## src/rtl/pulse_train_gen_if.sv

```systemverilog
// Trigger/config and status bundle for pulse_train_gen.
// The master drives the trigger and config; the slave (the generator) returns the pulse status.
interface pulse_train_gen_if #(
  parameter int unsigned CNT_W   = 8,
  parameter int unsigned BURST_W = 8
);
  logic               trigger;
  logic [1:0]         mode;
  logic [CNT_W-1:0]   high_cycles;
  logic [CNT_W-1:0]   low_cycles;
  logic [BURST_W-1:0] burst_count;
  logic               abort;
  logic               pulse_out;
  logic               busy;
  logic               done;
  logic [BURST_W-1:0] pulse_idx;

  modport master (
    output trigger, mode, high_cycles, low_cycles, burst_count, abort,
    input  pulse_out, busy, done, pulse_idx
  );

  modport slave (
    input  trigger, mode, high_cycles, low_cycles, burst_count, abort,
    output pulse_out, busy, done, pulse_idx
  );
endinterface

```

## src/rtl/pulse_train_gen.sv

```systemverilog
// Trigger-launched pulse generator: one-shot, counted burst or continuous train.
// Trigger is synchronised and edge-detected; the config is latched at start.
module pulse_train_gen #(
  parameter int unsigned CNT_W       = 8,
  parameter int unsigned BURST_W     = 8,
  parameter int unsigned SYNC_STAGES = 2
) (
  input logic              clk,
  input logic              rst_n,
  pulse_train_gen_if.slave bus
);

  typedef enum logic [1:0] {StIdle, StHigh, StLow} state_e;

  localparam logic [1:0] ModeBurst = 2'd1;
  localparam logic [1:0] ModeCont  = 2'd2;

  state_e               state_q, state_d;
  logic [SYNC_STAGES-1:0] sync_q;
  logic                 hist_q;
  logic                 trig_edge;
  logic [1:0]           mode_q, mode_d;
  logic [CNT_W-1:0]     high_q, high_d, low_q, low_d, cnt_q, cnt_d;
  logic [BURST_W-1:0]   burst_q, burst_d, idx_q, idx_d;
  logic                 pulse_q, pulse_d, busy_q, busy_d, done_q, done_d;
  logic [CNT_W-1:0]     high_in, low_in;
  logic [BURST_W-1:0]   burst_in;

  assign trig_edge = sync_q[SYNC_STAGES-1] & ~hist_q;

  // A zero period or count would stall the counters, so it is run as one.
  assign high_in  = (bus.high_cycles == '0) ? CNT_W'(1) : bus.high_cycles;
  assign low_in   = (bus.low_cycles == '0) ? CNT_W'(1) : bus.low_cycles;
  assign burst_in = (bus.burst_count == '0) ? BURST_W'(1) : bus.burst_count;

  always_comb begin
    state_d = state_q;
    mode_d  = mode_q;
    high_d  = high_q;
    low_d   = low_q;
    burst_d = burst_q;
    cnt_d   = cnt_q;
    idx_d   = idx_q;
    done_d  = 1'b0;
    case (state_q)
      StIdle: begin
        if (trig_edge && !bus.abort) begin
          state_d = StHigh;
          mode_d  = bus.mode;
          high_d  = high_in;
          low_d   = low_in;
          burst_d = burst_in;
          cnt_d   = high_in - CNT_W'(1);
          idx_d   = '0;
        end
      end
      StHigh: begin
        if (bus.abort) begin
          state_d = StIdle;
        end else if (cnt_q != '0) begin
          cnt_d = cnt_q - CNT_W'(1);
        end else if ((mode_q == ModeCont) ||
                     ((mode_q == ModeBurst) && (idx_q != burst_q - BURST_W'(1)))) begin
          state_d = StLow;
          cnt_d   = low_q - CNT_W'(1);
        end else begin
          state_d = StIdle;
          done_d  = 1'b1;
        end
      end
      StLow: begin
        if (bus.abort) begin
          state_d = StIdle;
        end else if (cnt_q != '0) begin
          cnt_d = cnt_q - CNT_W'(1);
        end else begin
          state_d = StHigh;
          cnt_d   = high_q - CNT_W'(1);
          idx_d   = idx_q + BURST_W'(1);
        end
      end
      default: state_d = StIdle;
    endcase
    pulse_d = (state_d == StHigh);
    busy_d  = (state_d != StIdle);
  end

  always_ff @(posedge clk or negedge rst_n) begin
    if (!rst_n) begin
      sync_q  <= '0;
      hist_q  <= 1'b0;
      state_q <= StIdle;
      mode_q  <= '0;
      high_q  <= '0;
      low_q   <= '0;
      burst_q <= '0;
      cnt_q   <= '0;
      idx_q   <= '0;
      pulse_q <= 1'b0;
      busy_q  <= 1'b0;
      done_q  <= 1'b0;
    end else begin
      sync_q  <= {sync_q[SYNC_STAGES-2:0], bus.trigger};
      hist_q  <= sync_q[SYNC_STAGES-1];
      state_q <= state_d;
      mode_q  <= mode_d;
      high_q  <= high_d;
      low_q   <= low_d;
      burst_q <= burst_d;
      cnt_q   <= cnt_d;
      idx_q   <= idx_d;
      pulse_q <= pulse_d;
      busy_q  <= busy_d;
      done_q  <= done_d;
    end
  end

  assign bus.pulse_out = pulse_q;
  assign bus.busy      = busy_q;
  assign bus.done      = done_q;
  assign bus.pulse_idx = idx_q;

endmodule
```

## src/flat_wrapper.sv

```systemverilog
// flat-port wrapper written by rule: the top's interface ports become plain ports
module pulse_train_gen_flat 
#(
  parameter int unsigned CNT_W       = 8,
  parameter int unsigned BURST_W     = 8,
  parameter int unsigned SYNC_STAGES = 2
)
  (clk, rst_n, bus_trigger, bus_mode, bus_high_cycles, bus_low_cycles, bus_burst_count, bus_abort, bus_pulse_out, bus_busy, bus_done, bus_pulse_idx);
  pulse_train_gen_if #(.CNT_W(CNT_W), .BURST_W(BURST_W)) bus_i ();
  input logic clk;
  input logic rst_n;
  input wire logic [$bits(bus_i.trigger)-1:0] bus_trigger;
  input wire logic [$bits(bus_i.mode)-1:0] bus_mode;
  input wire logic [$bits(bus_i.high_cycles)-1:0] bus_high_cycles;
  input wire logic [$bits(bus_i.low_cycles)-1:0] bus_low_cycles;
  input wire logic [$bits(bus_i.burst_count)-1:0] bus_burst_count;
  input wire logic [$bits(bus_i.abort)-1:0] bus_abort;
  output wire logic [$bits(bus_i.pulse_out)-1:0] bus_pulse_out;
  output wire logic [$bits(bus_i.busy)-1:0] bus_busy;
  output wire logic [$bits(bus_i.done)-1:0] bus_done;
  output wire logic [$bits(bus_i.pulse_idx)-1:0] bus_pulse_idx;
  assign bus_i.trigger = bus_trigger;
  assign bus_i.mode = bus_mode;
  assign bus_i.high_cycles = bus_high_cycles;
  assign bus_i.low_cycles = bus_low_cycles;
  assign bus_i.burst_count = bus_burst_count;
  assign bus_i.abort = bus_abort;
  assign bus_pulse_out = bus_i.pulse_out;
  assign bus_busy = bus_i.busy;
  assign bus_done = bus_i.done;
  assign bus_pulse_idx = bus_i.pulse_idx;
  pulse_train_gen #(.CNT_W(CNT_W), .BURST_W(BURST_W), .SYNC_STAGES(SYNC_STAGES)) u_core (.clk(clk), .rst_n(rst_n), .bus(bus_i));
endmodule
```

## config.mk

```make
export PLATFORM = sky130hd
export DESIGN_NAME = pulse_train_gen_flat
export DESIGN_NICKNAME = d
export VERILOG_FILES = /design/src/rtl/pulse_train_gen_if.sv /design/src/rtl/pulse_train_gen.sv /design/src/flat_wrapper.sv
export SDC_FILE = /design/constraint.sdc
export NUM_CORES = 1
export LEC_CHECK = 0
export ABC_AREA = 1
export BUFFER_PORTS_ARGS = -buffer_cell sky130_fd_sc_hd__clkbuf_2
export CAP_MARGIN = 40
export CORE_MARGIN = 2
export CORE_UTILIZATION = 55
export CTS_CLUSTER_SIZE = 14
export DETAILED_ROUTE_END_ITERATION = 10
export PLACE_DENSITY_LB_ADDON = 0.12
export SYNTH_ARGS = -nofsm -noshare
export SYNTH_HDL_FRONTEND = slang
export SYNTH_SLANG_ARGS = --single-unit
```

## constraint.sdc

```tcl
create_clock -name clk -period 4.9 [get_ports clk]
set_input_delay 0.245 -clock clk [delete_from_list [all_inputs] [get_ports clk]]
set_output_delay 0.245 -clock clk [all_outputs]
set_load 0.005 [all_outputs]
```

After elaboration in Yosys (flattened, before gate mapping)
Cells that the tools add are included.
{ "word_totals": {"ff_bits": 50, "inputBits": 30, "output_inout_bits": 11, "elab_cells": 71} }
{ "classes": {"addsub": 6, "eq_ne": 11, "muxes": 25, "n_bitwise": 2, "n_reduce_logical": 15} }
{ "op_table": {"columns": ["operator", "n"], "rows": [
  ["8-bit two-way mux", 12],
  ["8-bit by 1-bit subtractor with 8-bit output (second input constant)", 5],
  ["8-bit logical NOT", 3],
  ["8-bit case mux with 3 select lines", 1],
  ["8-bit case mux with 2 select lines", 1],
  ["2-bit two-way mux", 6],
  ["8-bit by 1-bit adder with 8-bit output (second input constant)", 1],
  ["8-bit != test", 1],
  ["8-bit nonzero test", 1],
  ["2-bit by 1-bit == test with 1-bit output (second input constant)", 3],
  ["2-bit != test (second input constant)", 3],
  ["2-bit case mux with 3 select lines", 1],
  ["5-bit AND reduction", 1],
  ["2-bit == test (second input constant)", 2],
  ["1-bit two-way mux", 4],
  ["4-bit AND reduction", 1],
  ["2-bit nonzero test", 2],
  ["3-bit by 1-bit != test with 1-bit output (second input constant)", 1],
  ["3-bit nonzero test", 1],
  ["1-bit logical AND", 2],
  ["2-bit logical NOT", 1],
  ["2-bit by 1-bit != test with 1-bit output (second input constant)", 1],
  ["2-bit AND reduction", 1],
  ["1-bit bitwise AND", 1],
  ["other kinds (3)", 3]
]} }

Longest topological paths before layout
Gate-level depths: netlist of run 1.
{ "logic_depth": {"depth_word": 9, "mapped_depth": 16, "ltp_nobuf": 16} }

Worst setup path before layout of run 1
OpenSTA, ideal clock, no wires.
{ "synth_timing": {"path_kind": "reg2reg", "startpoint": "register u_core.state_q[0]", "endpoint": "register u_core.cnt_q[4]", "t_arrival_ps": 1639, "t_required_ps": 4783, "slack_ps": 3144, "stages_incl_launch_ff": 10, "synth_period_minus_slack_ps": 1756, "cell_sequence": "dfrtp_1 -> inv_1 -> ha_1 -> buf_2 -> nand2_1 -> nand2_1 -> a211oi_2 -> nand2_4 -> nand2_1 -> nand2_1"} }
{ "synth_via": {"elab_chain_len": 3, "word_cells_on_any_way": 10, "classes_between": "eq/ne: 6; mux: 1; reduce/logical: 3"} }
{ "synth_rtl": {"columns": ["item", "line_no", "text"], "rows": [
  ["from (decl)", "pulse_train_gen.sv:18", "state_e state_q, state_d;"],
  ["from (signal assigned)", "pulse_train_gen.sv:92", "state_q <= StIdle;"],
  ["from (signal assigned)", "pulse_train_gen.sv:105", "state_q <= state_d;"],
  ["2-bit by 1-bit == test with 1-bit output, or another cell as far along", "pulse_train_gen.sv:45", "case (state_q)"],
  ["3-bit by 1-bit != test with 1-bit output (no source line), or another cell as far along", null, null],
  ["5-bit AND reduction (no source line)", null, null],
  ["to (signal assigned)", "pulse_train_gen.sv:110", "cnt_q <= cnt_d;"],
  ["to (decl)", "pulse_train_gen.sv:23", "logic [CNT_W-1:0] high_q, high_d, low_q, low_d, cnt_q, cnt_d;"]
]} }
Several ways; a longest one is shown, not always the timed one.
A chain may end at the register's enable or synchronous reset.

Final worst setup path of run 1
{ "layout_timing": {"startpoint": "register u_core.state_q[0]", "endpoint": "register u_core.high_q[0]"} }
{ "layout_via": {"elab_chain_len": 2} }
{ "layout_rtl": {"columns": ["item", "line_no", "text"], "rows": [
  ["2-bit logical NOT", "pulse_train_gen.sv:45", null],
  ["2-bit AND reduction (no source line)", null, null],
  ["to (signal assigned)", "pulse_train_gen.sv:107", "high_q <= high_d;"],
  ["to (decl)", "pulse_train_gen.sv:23", null]
]} }
No other way between the ends.

==> results of run 1 <==
[worst max-delay path, cell delays in order, from the launching register on]
cell,delay (ps)
dfrtp_1,410
inv_1,130
ha_1,230
nand2_1,320
buf_4,340
inv_1,360
o21ai_0,160
[metrics by stage]
| step | utilization (%) | hold slack [ps] | total power [W] |
|---|---|---|---|
| CTS | 62.9 | 34.4 | 0.00197 |
| detailed placement | 61.1 | 350 | 0.00169 |
| floorplan | - | -50.6 | 0.00146 |
| finish | 62.9 | 29.1 | 0.00197 |
| global route | 62.9 | 22.3 | 0.00217 |
| global placement | 61.1 | 353 | 0.00167 |
[state kept, by name (all words and copies together), names as in the netlist]
signal / count
u_core.cnt_q: 8
u_core.hist_q: 1
u_core.burst_q: 8
u_core.bus.pulse_out: 1
u_core.bus.busy: 1
u_core.sync_q: 2
u_core.high_q: 8
u_core.low_q: 8
u_core.state_q: 2
u_core.bus.pulse_idx: 8
u_core.mode_q: 2
u_core.bus.done: 1
[how the worst max path moves through the flow]
stage	startpoint	endpoint	slack [ps]
after floorplan	u_core.state_q[0]$_DFF_PN0_	u_core.cnt_q[4]$_DFFE_PN0P_	3140
after global placement	u_core.state_q[1]$_DFF_PN0_	u_core.high_q[0]$_DFFE_PN0P_	2780
after detailed placement	u_core.state_q[0]$_DFF_PN0_	u_core.low_q[4]$_DFFE_PN0P_	2800
after CTS	u_core.state_q[0]$_DFF_PN0_	u_core.high_q[0]$_DFFE_PN0P_	2780
after global routing	u_core.state_q[1]$_DFF_PN0_	u_core.high_q[0]$_DFFE_PN0P_	2600
final	u_core.state_q[0]$_DFF_PN0_	u_core.high_q[0]$_DFFE_PN0P_	2840
[layout make-up]
type	count	share of cell area, %
Clock buffer	7	2.59
Sequential cell	50	33.6
Timing Repair Buffer	42	5.78
Clock inverter	1	0.235
Multi-Input combinational cell	338	47.9
Inverter	73	7.36
Tap cell	75	2.52
[where the power goes]
group	switching [W]	internal [W]
Combinational	0.000631	0.000365
Sequential	0.000138	0.000562
Clock	0.000142	0.000130
[synthesized netlist by cell type, drive strengths merged]
cell and n:
nand2 137, inv 73, dfrtp 50, nand3 50
nor2 39, o21ai 36, xor2 13, a21oi 12
ha 10, nor3 8, xnor2 7, buf 6
nand4 5, clkbuf 4, nor4 4, or2 4
o22ai 3, a211oi 2, nor3b 2, o211ai 2
o31ai 2, a31oi 1, and2 1
[layer usage]
metal	track usage, %	share of wire (%)
met1	34.1	49
met2	40.0	47
met3	3.80	2.5
met4	6.83	1.4
met5	0	0
[kinds of logic (layout without fill, tap and decap cells)]
| family | Yosys count | count (layout) | share of synthesized area, % |
|---|---|---|---|
| compound gates | 58 | 58 | 9.60 |
| xor+xnor | 20 | 20 | 5.21 |
| fa+ha+maj | 10 | 10 | 3.72 |
| buf+inv | 83 | 123 | 9.75 |
| flops | 50 | 50 | 37.2 |
| simple gates | 250 | 250 | 34.5 |
==> PnR_summary.wiki, run 1 <==
{| class="wikitable"
! Metric !! Value
|-
| Crit path capture type || flop
|-
| Flop2flop setup slack || 2840 ps
|-
| Syn_nets || 511
|-
| Post-route antenna net violation count || 0
|-
| Filler Cell Count || 541
|-
| Via count of the first global-routing pass || 2850
|-
| Global-route wire length before repair || 13.0 mm
|-
| Core Area || 5920 um^2
|-
| Die height || 82.2 um
|-
| CTS sink cnt || 50
|-
| Final Hold Vio Count || 0
|-
| Number of remaining DRC errors || 0
|-
| Pin slew with the least headroom to its limit || 646 ps
|-
| Number of distinct library cell variants in the gate-level netlist after synthesis || 40
|-
| Area of the die || 6750 um^2
|-
| Fin area || 3720 um^2
|-
| CP Data Required Time || 5080 ps
|-
| First-iteration detailed-routing DRC count || 206
|-
| Number of rows in the core area || 28
|-
| TritonCTS clock tree || yes
|-
| Starting Density || 56.8%
|-
| Critical path peak fanout || 24
|-
| Maximum root-to-sink buffer count || 2
|-
| Arrival time at the worst endpoint || 2250 ps
|-
| Launching point of the worst reg2reg path || u_core.state_q[0]$_DFF_PN0_
|-
| Min cycle time layout || 2060 ps
|-
| Congestion Overflow GR || 0
|-
| Total vias in the final route || 3031
|-
| Power density normalized to cell area || 528 nW/um^2
|-
| Area after detailed placement || 3620 um^2
|-
| Clock Root Buffer || clkbuf_8
|-
| R2R cell count || 6
|-
| Kind of start point of the critical path || flop
|-
| Non-filler cells in the finished layout || 586
|-
| Number of storage elements in the synthesis netlist || 50
|-
| Number of hold-repair buffers added at the cts stage || 0
|-
| Hold/Removal Path Class || in -> async
|-
| Maximum resistive drop on vdd || 236 uV
|-
| Setup-violating endpoint count in the final report || 0
|-
| Layout Nets || 550
|-
| Cell count after placement || 578
|-
| Unrepaired setup endpoints after global routing || false
|-
| Total of max-cap violations || 0
|-
| Area contributors post-synth || dfrtp_1 (37%), nand2_1 (15%), inv_1 (7.8%)
|-
| Number of levels the H-tree was split into || 2
|-
| Minimum setup slack in the final design || 2840 ps
|-
| Cell type with the largest total area after synthesis || dfrtp_1
|-
| Top-area cell type share of the netlist area || 37.2%
|-
| Critical setup path kind || reg -> reg
|-
| Status || complete, no violations
|-
| Tightest slew margin relative to the limit || 56.9%
|-
| Sequential cell area || 1250 um^2
|-
| Setup total negative slack || 0 ps
|-
| DP Wirelength || 5.93 mm
|-
| Syn Area/Cell || 7.14 um^2
|-
| CTS Buf Count || 5
|-
| Cells after synthesis || 471
|-
| Horizontal die dimension || 82.2 um
|-
| Most frequent cells in the layout || nand2_1 (133), inv_1 (70), dfrtp_1 (50), nand3_1 (48), clkbuf_2 (40)
|-
| Worst slack after detailed placement || 2800 ps
|-
| Placer's final routability congestion estimate || 0.867
|-
| Sequential share of the synthesized area || 37.2%
|-
| Detail-routed net length per standard cell || 13.0 um
|-
| Max Fclk || 484 MHz
|-
| Terminus of the critical flop-to-flop path || u_core.high_q[0]$_DFFE_PN0P_
|-
| Clock latency of the later-clocked register in the worst-skew pair || 310 ps
|-
| Top-Level Pins || 41
|-
| Largest net degree at the start of global routing || 51
|-
| Final period util || 42.1%
|-
| Largest clock skew in the final design || 15.2 ps
|-
| Number of antenna violations at the first check in global routing || 0
|-
| Final Slew Violations || 0
|-
| Leak pwr || 1.94 nW
|-
| Routed wire length || 7.62 mm
|-
| Count of buffers inserted at the top-level ports || 40
|-
| Post-CTS clock slew at the launch and capture registers of the worst setup and hold paths || 100 ps
|-
| Antenna Diode Count || 0
|-
| Cts repair resizes || 0
|-
| Synthesized area || 3360 um^2
|-
| Area of combinational cells with multiple inputs || 1780 um^2
|-
| DR pass1 iterations || 4
|-
| Tot GR Track Use || 24.6%
|-
| Vias per inst || 5.17
|-
| Most frequent standard cell in the layout excluding fill and tap cells || nand2_1
|-
| Area growth from synthesis to layout || 10.7%
|-
| Proportion of layout cells with a drive suffix above 1 || 14.7%
|-
| Synth warnings || 0
|-
| Post-CTS repair timing setup buffer count || 0
|}
No activity file was read; power rests on OpenSTA's default activity.
==> inputs of run 2 (changes only) <==
--- a/config.mk
+++ b/config.mk
@@ -9,7 +9,7 @@
 export BUFFER_PORTS_ARGS = -buffer_cell sky130_fd_sc_hd__clkbuf_2
 export CAP_MARGIN = 40
 export CORE_MARGIN = 2
-export CORE_UTILIZATION = 55
+export CORE_UTILIZATION = 53
 export CTS_CLUSTER_SIZE = 14
 export DETAILED_ROUTE_END_ITERATION = 10
 export PLACE_DENSITY_LB_ADDON = 0.12
==> constraint.sdc (replaced) <==
create_clock -name clk -period 1.8 [get_ports clk]
set_input_delay 0.09 -clock clk [delete_from_list [all_inputs] [get_ports clk]]
set_output_delay 0.09 -clock clk [all_outputs]
set_load 0.005 [all_outputs]
==> run 2 against run 1 <==
Net effect: the flow now finishes with violations (setup timing); wire length grew 9.0%; worst hold slack lost 19 ps; flip-flop and latch count is the same; total power grew to 3.0 times the previous value; die area is 3.6% higher; combinational power grew to 3.2 times the previous value; sequential share of layout area fell by 2.9 points; cell area rose by 9.8%; critical endpoint is now u_core.cnt_q[2]$_DFFE_PN0P_.
==> PnR_summary.wiki, run 2 (same netlist as run 1, synthesis figures left out) <==
{| class="wikitable"
! Metric !! Value
|-
| CP bufs+invs || 3
|-
| Status || finished, violations left
|-
| Number of levels the H-tree was split into || 2
|-
| Crit path cell chain || inv_2, ha_4, inv_2, nand2_1, nand3_1, nand2_1, inv_1, nand3_1, nor2_1, nand2_1, nand2_2, nand3_4, nand2_8, nand2_1, nand2_1
|-
| Arrival time at the worst endpoint || 2130 ps
|-
| Minimum setup slack in the final design || -83.0 ps
|-
| Most frequent standard cell in the layout excluding fill and tap cells || nand2_1
|-
| Antenna Diode Count || 0
|-
| Die height || 83.6 um
|-
| Area of the die || 7000 um^2
|-
| Number of remaining DRC errors || 0
|-
| Horizontal die dimension || 83.6 um
|-
| Min cycle time layout || 1880 ps
|-
| Count of buffers inserted at the top-level ports || 40
|-
| Worst Hold Slack || 9.64 ps
|-
| Maximum resistive drop on vdd || 910 uV
|-
| Critical path peak fanout || 8
|-
| Stages on the worst setup path || 15
|-
| Power density normalized to cell area || 1450 nW/um^2
|-
| Final period util || 105%
|-
| Post-route antenna net violation count || 0
|-
| Final Slew Violations || 0
|-
| DR pass1 iterations || 4
|-
| Most frequent cells in the layout || nand2_1 (123), inv_1 (65), dfrtp_1 (48), nand3_1 (47), clkbuf_2 (40)
|-
| Largest clock skew in the final design || 10.5 ps
|-
| P_sw || 0.00268 W
|-
| Internal portion of total power || 0.00325 W
|-
| Detail-routed net length per standard cell || 13.4 um
|-
| Layout Nets || 581
|-
| Maximum root-to-sink buffer count || 2
|-
| R2R cell count || 15
|-
| First-iteration detailed-routing DRC count || 133
|-
| Clock latency of the later-clocked register in the worst-skew pair || 310 ps
|-
| Cell depth of the worst hold path || 3
|-
| Proportion of total power due to net switching || 45.2%
|-
| Area after detailed placement || 3770 um^2
|-
| Critical setup path kind || reg -> reg
|-
| Pin slew with the least headroom to its limit || 579 ps
|-
| Largest incremental delay on the critical path || 430 ps
|-
| Setup-violating endpoint count in the final report || 10
|-
| Violations in the final reports || setup timing
|-
| Crit path capture type || flop
|-
| Critical path's most frequent cell || nand2_1
|-
| Combinational cell fraction of total power || 54.3%
|-
| Via count of the first global-routing pass || 3124
|-
| Max Fclk || 531 MHz
|-
| Number of antenna violations at the first check in global routing || 0
|-
| Dominant delay contributor by cell family on the critical path || simple AND/OR/NAND/NOR gates
|-
| Vias per inst || 5.23
|-
| Tot GR Track Use || 24.2%
|-
| Routed wire length || 8.30 mm
|-
| Slowest cell on crit path || dfrtp_1
|-
| Hold/Removal Path Class || in -> reg
|-
| Sequential cell area || 1250 um^2
|-
| Fin area || 4090 um^2
|-
| Largest net degree at the start of global routing || 38
|-
| Total Power || 0.00594 W
|-
| CP Data Required Time || 2050 ps
|-
| DP Wirelength || 6.30 mm
|-
| Area of combinational cells with multiple inputs || 1890 um^2
|-
| Unrepaired setup endpoints after global routing || true
|-
| Post-CTS clock slew at the launch and capture registers of the worst setup and hold paths || 90 ps
|-
| Clk pwr share || 13.5%
|-
| Top-Level Pins || 41
|-
| Total of max-cap violations || 0
|-
| Worst slack after detailed placement || -16.7 ps
|-
| Number of rows in the core area || 29
|-
| Total vias in the final route || 3235
|-
| Proportion of layout cells with a drive suffix above 1 || 23.2%
|-
| Tightest slew margin relative to the limit || 61.4%
|-
| Core Util, Final || 65.5%
|-
| Filler Cell Count || 570
|-
| Placer's final routability congestion estimate || 0.881
|-
| Kind of start point of the critical path || flop
|-
| Leak pwr || 2.09 nW
|-
| CTS sink cnt || 50
|-
| Area growth from synthesis to layout || 21.6%
|-
| Core Area || 6240 um^2
|-
| CTS Buf Count || 5
|-
| Clock Root Buffer || clkbuf_8
|-
| Starting Density || 53.9%
|-
| TritonCTS clock tree || yes
|-
| Sequential fraction of design power || 32.2%
|-
| Congestion Overflow GR || 0
|-
| Global-route wire length before repair || 13.9 mm
|-
| Final Hold Vio Count || 0
|}
run 2: changes by cell type in the layout (fill, tap and decap cells not counted), sizes merged:
cell         delta
dlygate4sd3     +4
clkbuf          -1
bufinv          +1
buf            +26
clkinv          -1
clkinvlp        +1
nand3           +1
run 2: power by group through the flow:
stage	sequential [W]	combinational [W]	clock, W
6_report	0.00191	0.00323	0.000802
4_1_cts	0.00188	0.00297	0.000819
5_1_grt	0.00195	0.00368	0.000855
3_5_place_dp	0.00190	0.00291	0
3_3_place_gp	0.00189	0.00283	0
2_1_floorplan	0.00182	0.00215	0
run 2: final timing paths:
| check | to | startpoint | slack, ps |
|---|---|---|---|
| max in group asynchronous | u_core.burst_q[4]$_DFFE_PN0P_ | rst_n | 830 |
| min in group asynchronous | u_core.high_q[0]$_DFFE_PN0P_ | rst_n | 320 |
| max reg2reg | u_core.cnt_q[2]$_DFFE_PN0P_ | u_core.burst_q[1]$_DFFE_PN0P_ | -80 |
| min | u_core.low_q[4]$_DFFE_PN0P_ | bus_low_cycles[4] | 10 |
| max | u_core.cnt_q[2]$_DFFE_PN0P_ | u_core.burst_q[1]$_DFFE_PN0P_ | -80 |
| min reg2reg | u_core.sync_q[1]$_DFF_PN0_ | u_core.sync_q[0]$_DFF_PN0_ | 360 |
run 2: per-stage QoR:
step | std cells | TNS [ps]
floorplan | 471 | 0
global placement | 599 | 0
detailed placement | 599 | -56.9
CTS | 612 | 0
global route | 619 | -2450
finish | 619 | -623
run 2: layout make-up:
type | count | area share [%]
Tap cell | 77 | 2.36
Timing Repair Buffer | 72 | 11.3
Clock buffer | 6 | 1.78
Multi-Input combinational cell | 339 | 46.2
Clock inverter | 2 | 0.918
Sequential cell | 50 | 30.7
Inverter | 73 | 6.76
run 2: what timing repair did:
action                                 in CTS  in global routing
endpoints found under the hold margin      24                  0
gates cloned                                1                  0
setup buffers                               0                  7
gates resized for setup                     4                 28
setup endpoints to repair                   8                 24
pin swaps                                   0                 15
hold buffers                                4                  0
run 2: per-layer routing:
layer  vias up  GRT usage (%)  part of all wire [%]
met5         -              0                     0
met4         0           8.94                   2.4
met3        19           3.07                   2.5
met2        54           42.8                    51
met1      1526           30.3                    44
li1       1636              -                     -
run 2: worst register-to-register path, stage by stage (launching register included):
cell and delay [ps]:
dfrtp_1 430, inv_2 70, ha_4 170, inv_2 60, nand2_1 50, nand3_1 70
nand2_1 60, inv_1 50, nand3_1 70, nor2_1 130, nand2_1 110, nand2_2 150
nand3_4 150, nand2_8 140, nand2_1 50, nand2_1 70
==> inputs of run 3 (changes only) <==
--- a/config.mk
+++ b/config.mk
@@ -9,7 +9,7 @@
 export BUFFER_PORTS_ARGS = -buffer_cell sky130_fd_sc_hd__clkbuf_2
 export CAP_MARGIN = 40
 export CORE_MARGIN = 2
-export CORE_UTILIZATION = 53
+export CORE_UTILIZATION = 55
 export CTS_CLUSTER_SIZE = 14
 export DETAILED_ROUTE_END_ITERATION = 10
 export PLACE_DENSITY_LB_ADDON = 0.12
==> constraint.sdc (replaced) <==
create_clock -name clk -period 2.2 [get_ports clk]
set_input_delay 0.11 -clock clk [delete_from_list [all_inputs] [get_ports clk]]
set_output_delay 0.11 -clock clk [all_outputs]
set_load 0.005 [all_outputs]
==> run 3 against run 2 <==
Net effect: the flow now finishes without violations; total power down 27%; via count down 5.4%; clock skew down 3.9 ps; sequential power down 18%; final cell count down 4.7%; wire length down 9.3%; non-clock buffer count down 25; fmax down 3.4%; critical path depth down 5; global-route usage up 0.19 points; setup slack better by 330 ps; register-to-register slack better by 330 ps; highest routed layer unchanged.
==> PnR_summary.wiki, run 3 (same netlist as run 1, synthesis figures left out) <==
{| class="wikitable"
! Metric !! Value
|-
| GR Layer Usage met2 || 42.5%
|-
| Area of the die || 6750 um^2
|-
| Kind of start point of the critical path || flop
|-
| First-iteration detailed-routing DRC count || 148
|-
| Vias per inst || 5.18
|-
| Horizontal die dimension || 82.2 um
|-
| Number of levels the H-tree was split into || 2
|-
| Minimum setup slack in the final design || 250 ps
|-
| Largest clock skew in the final design || 6.62 ps
|-
| Post-route antenna net violation count || 0
|-
| Congestion Overflow GR || 0
|-
| DP Wirelength || 5.94 mm
|-
| Detail-routed net length per standard cell || 12.8 um
|-
| Number of antenna violations at the first check in global routing || 0
|-
| Tot GR Track Use || 24.4%
|-
| Leak pwr || 1.95 nW
|-
| TritonCTS clock tree || yes
|-
| Final Hold Vio Count || 0
|-
| Core Area || 5920 um^2
|-
| Tightest slew margin relative to the limit || 67.3%
|-
| Maximum resistive drop on vdd || 671 uV
|-
| Routed wire length || 7.53 mm
|-
| Clock latency of the later-clocked register in the worst-skew pair || 300 ps
|-
| Die height || 82.2 um
|-
| Final period util || 88.6%
|-
| Placer's final routability congestion estimate || 0.924
|-
| Critical setup path kind || reg -> reg
|-
| Pin slew with the least headroom to its limit || 490 ps
|-
| Most frequent cells in the layout || nand2_1 (133), inv_1 (70), dfrtp_1 (50), nand3_1 (48), clkbuf_2 (40)
|-
| Number of remaining DRC errors || 0
|-
| Count of buffers inserted at the top-level ports || 40
|-
| GRT Max-Usage Layer || met2
|-
| Filler Cell Count || 539
|-
| Top-Level Pins || 41
|-
| Critical path peak fanout || 19
|-
| Total vias in the final route || 3059
|-
| Antenna Diode Count || 0
|-
| Via count of the first global-routing pass || 2844
|-
| Power density normalized to cell area || 1160 nW/um^2
|-
| Unrepaired setup endpoints after global routing || false
|-
| Proportion of layout cells with a drive suffix above 1 || 14.8%
|-
| CTS Buf Count || 5
|-
| R2R cell count || 10
|-
| Setup total negative slack || 0 ps
|-
| CP Data Required Time || 2440 ps
|-
| Crit path capture type || flop
|-
| Post-CTS repair timing setup buffer count || 0
|-
| CTS sink cnt || 50
|-
| Starting Density || 56.8%
|-
| Cell depth of the worst hold path || 3
|-
| Number of rows in the core area || 28
|-
| Total of max-cap violations || 0
|-
| Largest net degree at the start of global routing || 38
|-
| M3 GR Usage || 2.93%
|-
| Met1 track demand over resource || 32.3%
|-
| Clock Root Buffer || clkbuf_8
|-
| Most frequent standard cell in the layout excluding fill and tap cells || nand2_1
|-
| Area growth from synthesis to layout || 11.2%
|-
| Post-CTS clock slew at the launch and capture registers of the worst setup and hold paths || 80 ps
|-
| DR pass1 iterations || 5
|-
| Global-route wire length before repair || 12.8 mm
|-
| Min cycle time layout || 1950 ps
|-
| Status || complete, no violations
|-
| Hold/Removal Path Class || in -> reg
|-
| Setup-violating endpoint count in the final report || 0
|-
| Maximum root-to-sink buffer count || 2
|-
| Arrival time at the worst endpoint || 2190 ps
|-
| Layout Nets || 555
|-
| Worst slack after detailed placement || 275 ps
|-
| Final Slew Violations || 0
|-
| Max Fclk || 513 MHz
|}
run 3: cell count changes in the layout (fill, tap and decap cells not counted), sizes merged:
cell         delta
buf            -23
bufinv          -1
dlygate4sd3     -2
nand3           -1
run 3: worst paths after layout:
check | from | endpoint | slack, ps
setup / recovery | u_core.cnt_q[1]$_DFFE_PN0P_ | u_core.cnt_q[2]$_DFFE_PN0P_ | 250
hold / removal | bus_mode[1] | u_core.mode_q[1]$_DFFE_PN0P_ | 9
setup reg to reg | u_core.cnt_q[1]$_DFFE_PN0P_ | u_core.cnt_q[2]$_DFFE_PN0P_ | 250
hold reg to reg | u_core.sync_q[0]$_DFF_PN0_ | u_core.sync_q[1]$_DFF_PN0_ | 360
max in group asynchronous | rst_n | u_core.cnt_q[6]$_DFFE_PN0P_ | 1130
min in group asynchronous | rst_n | u_core.burst_q[1]$_DFFE_PN0P_ | 290
run 3: cell type report:
class                      instances  area [um^2]  share of cell area [%]
clock buffer                       6         72.6                    1.94
multi-input combinational        338         1780                    47.7
sequential                        50         1250                    33.5
clock inverter                     1         7.51                   0.201
tap                               75         93.8                    2.51
timing repair buffer              47          258                    6.89
inverter                          73          274                    7.33
run 3: per-stage QoR:
stage | std cells | area, um^2 | util [%] | hold slack (ps) | total power (W)
finish | 590 | 3740 | 63.2 | 9.24 | 0.00433
global route | 590 | 3740 | 63.2 | 18.0 | 0.00476
CTS | 590 | 3740 | 63.2 | 11.7 | 0.00433
detailed placement | 581 | 3640 | 61.5 | 89.2 | 0.00380
global placement | 581 | 3640 | 61.5 | 86.8 | 0.00376
floorplan | 471 | 3360 | - | -186 | 0.00325
run 3: per-layer routing:
layer / share of wire (%) / wire length [um]
met3: 4.2 / 316
met1: 47 / 3510
met5: 0 / 0
met2: 48 / 3630
met4: 0.90 / 68
run 3: what timing repair did:
item | in CTS | in global routing
endpoints found under the setup margin | 0 | 0
hold endpoints to repair | 19 | 0
hold buffers | 2 | 0
resized for setup | 0 | 0
run 3: critical path: stages (launching register included):
cell and delay [ps]:
dfrtp_1 380, inv_1 90, ha_1 210, nand2_2 120
nor2_8 280, inv_2 150, a21oi_2 220, nand3_4 170
nand2_4 140, nand2_1 60, nand2_1 60
run 3: power breakdown:
part	leakage (nW)	internal, W	switching (W)
clock	0.0373	0.000219	0.000296
sequential	0.634	0.00125	0.000310
combinational	1.28	0.000840	0.00141
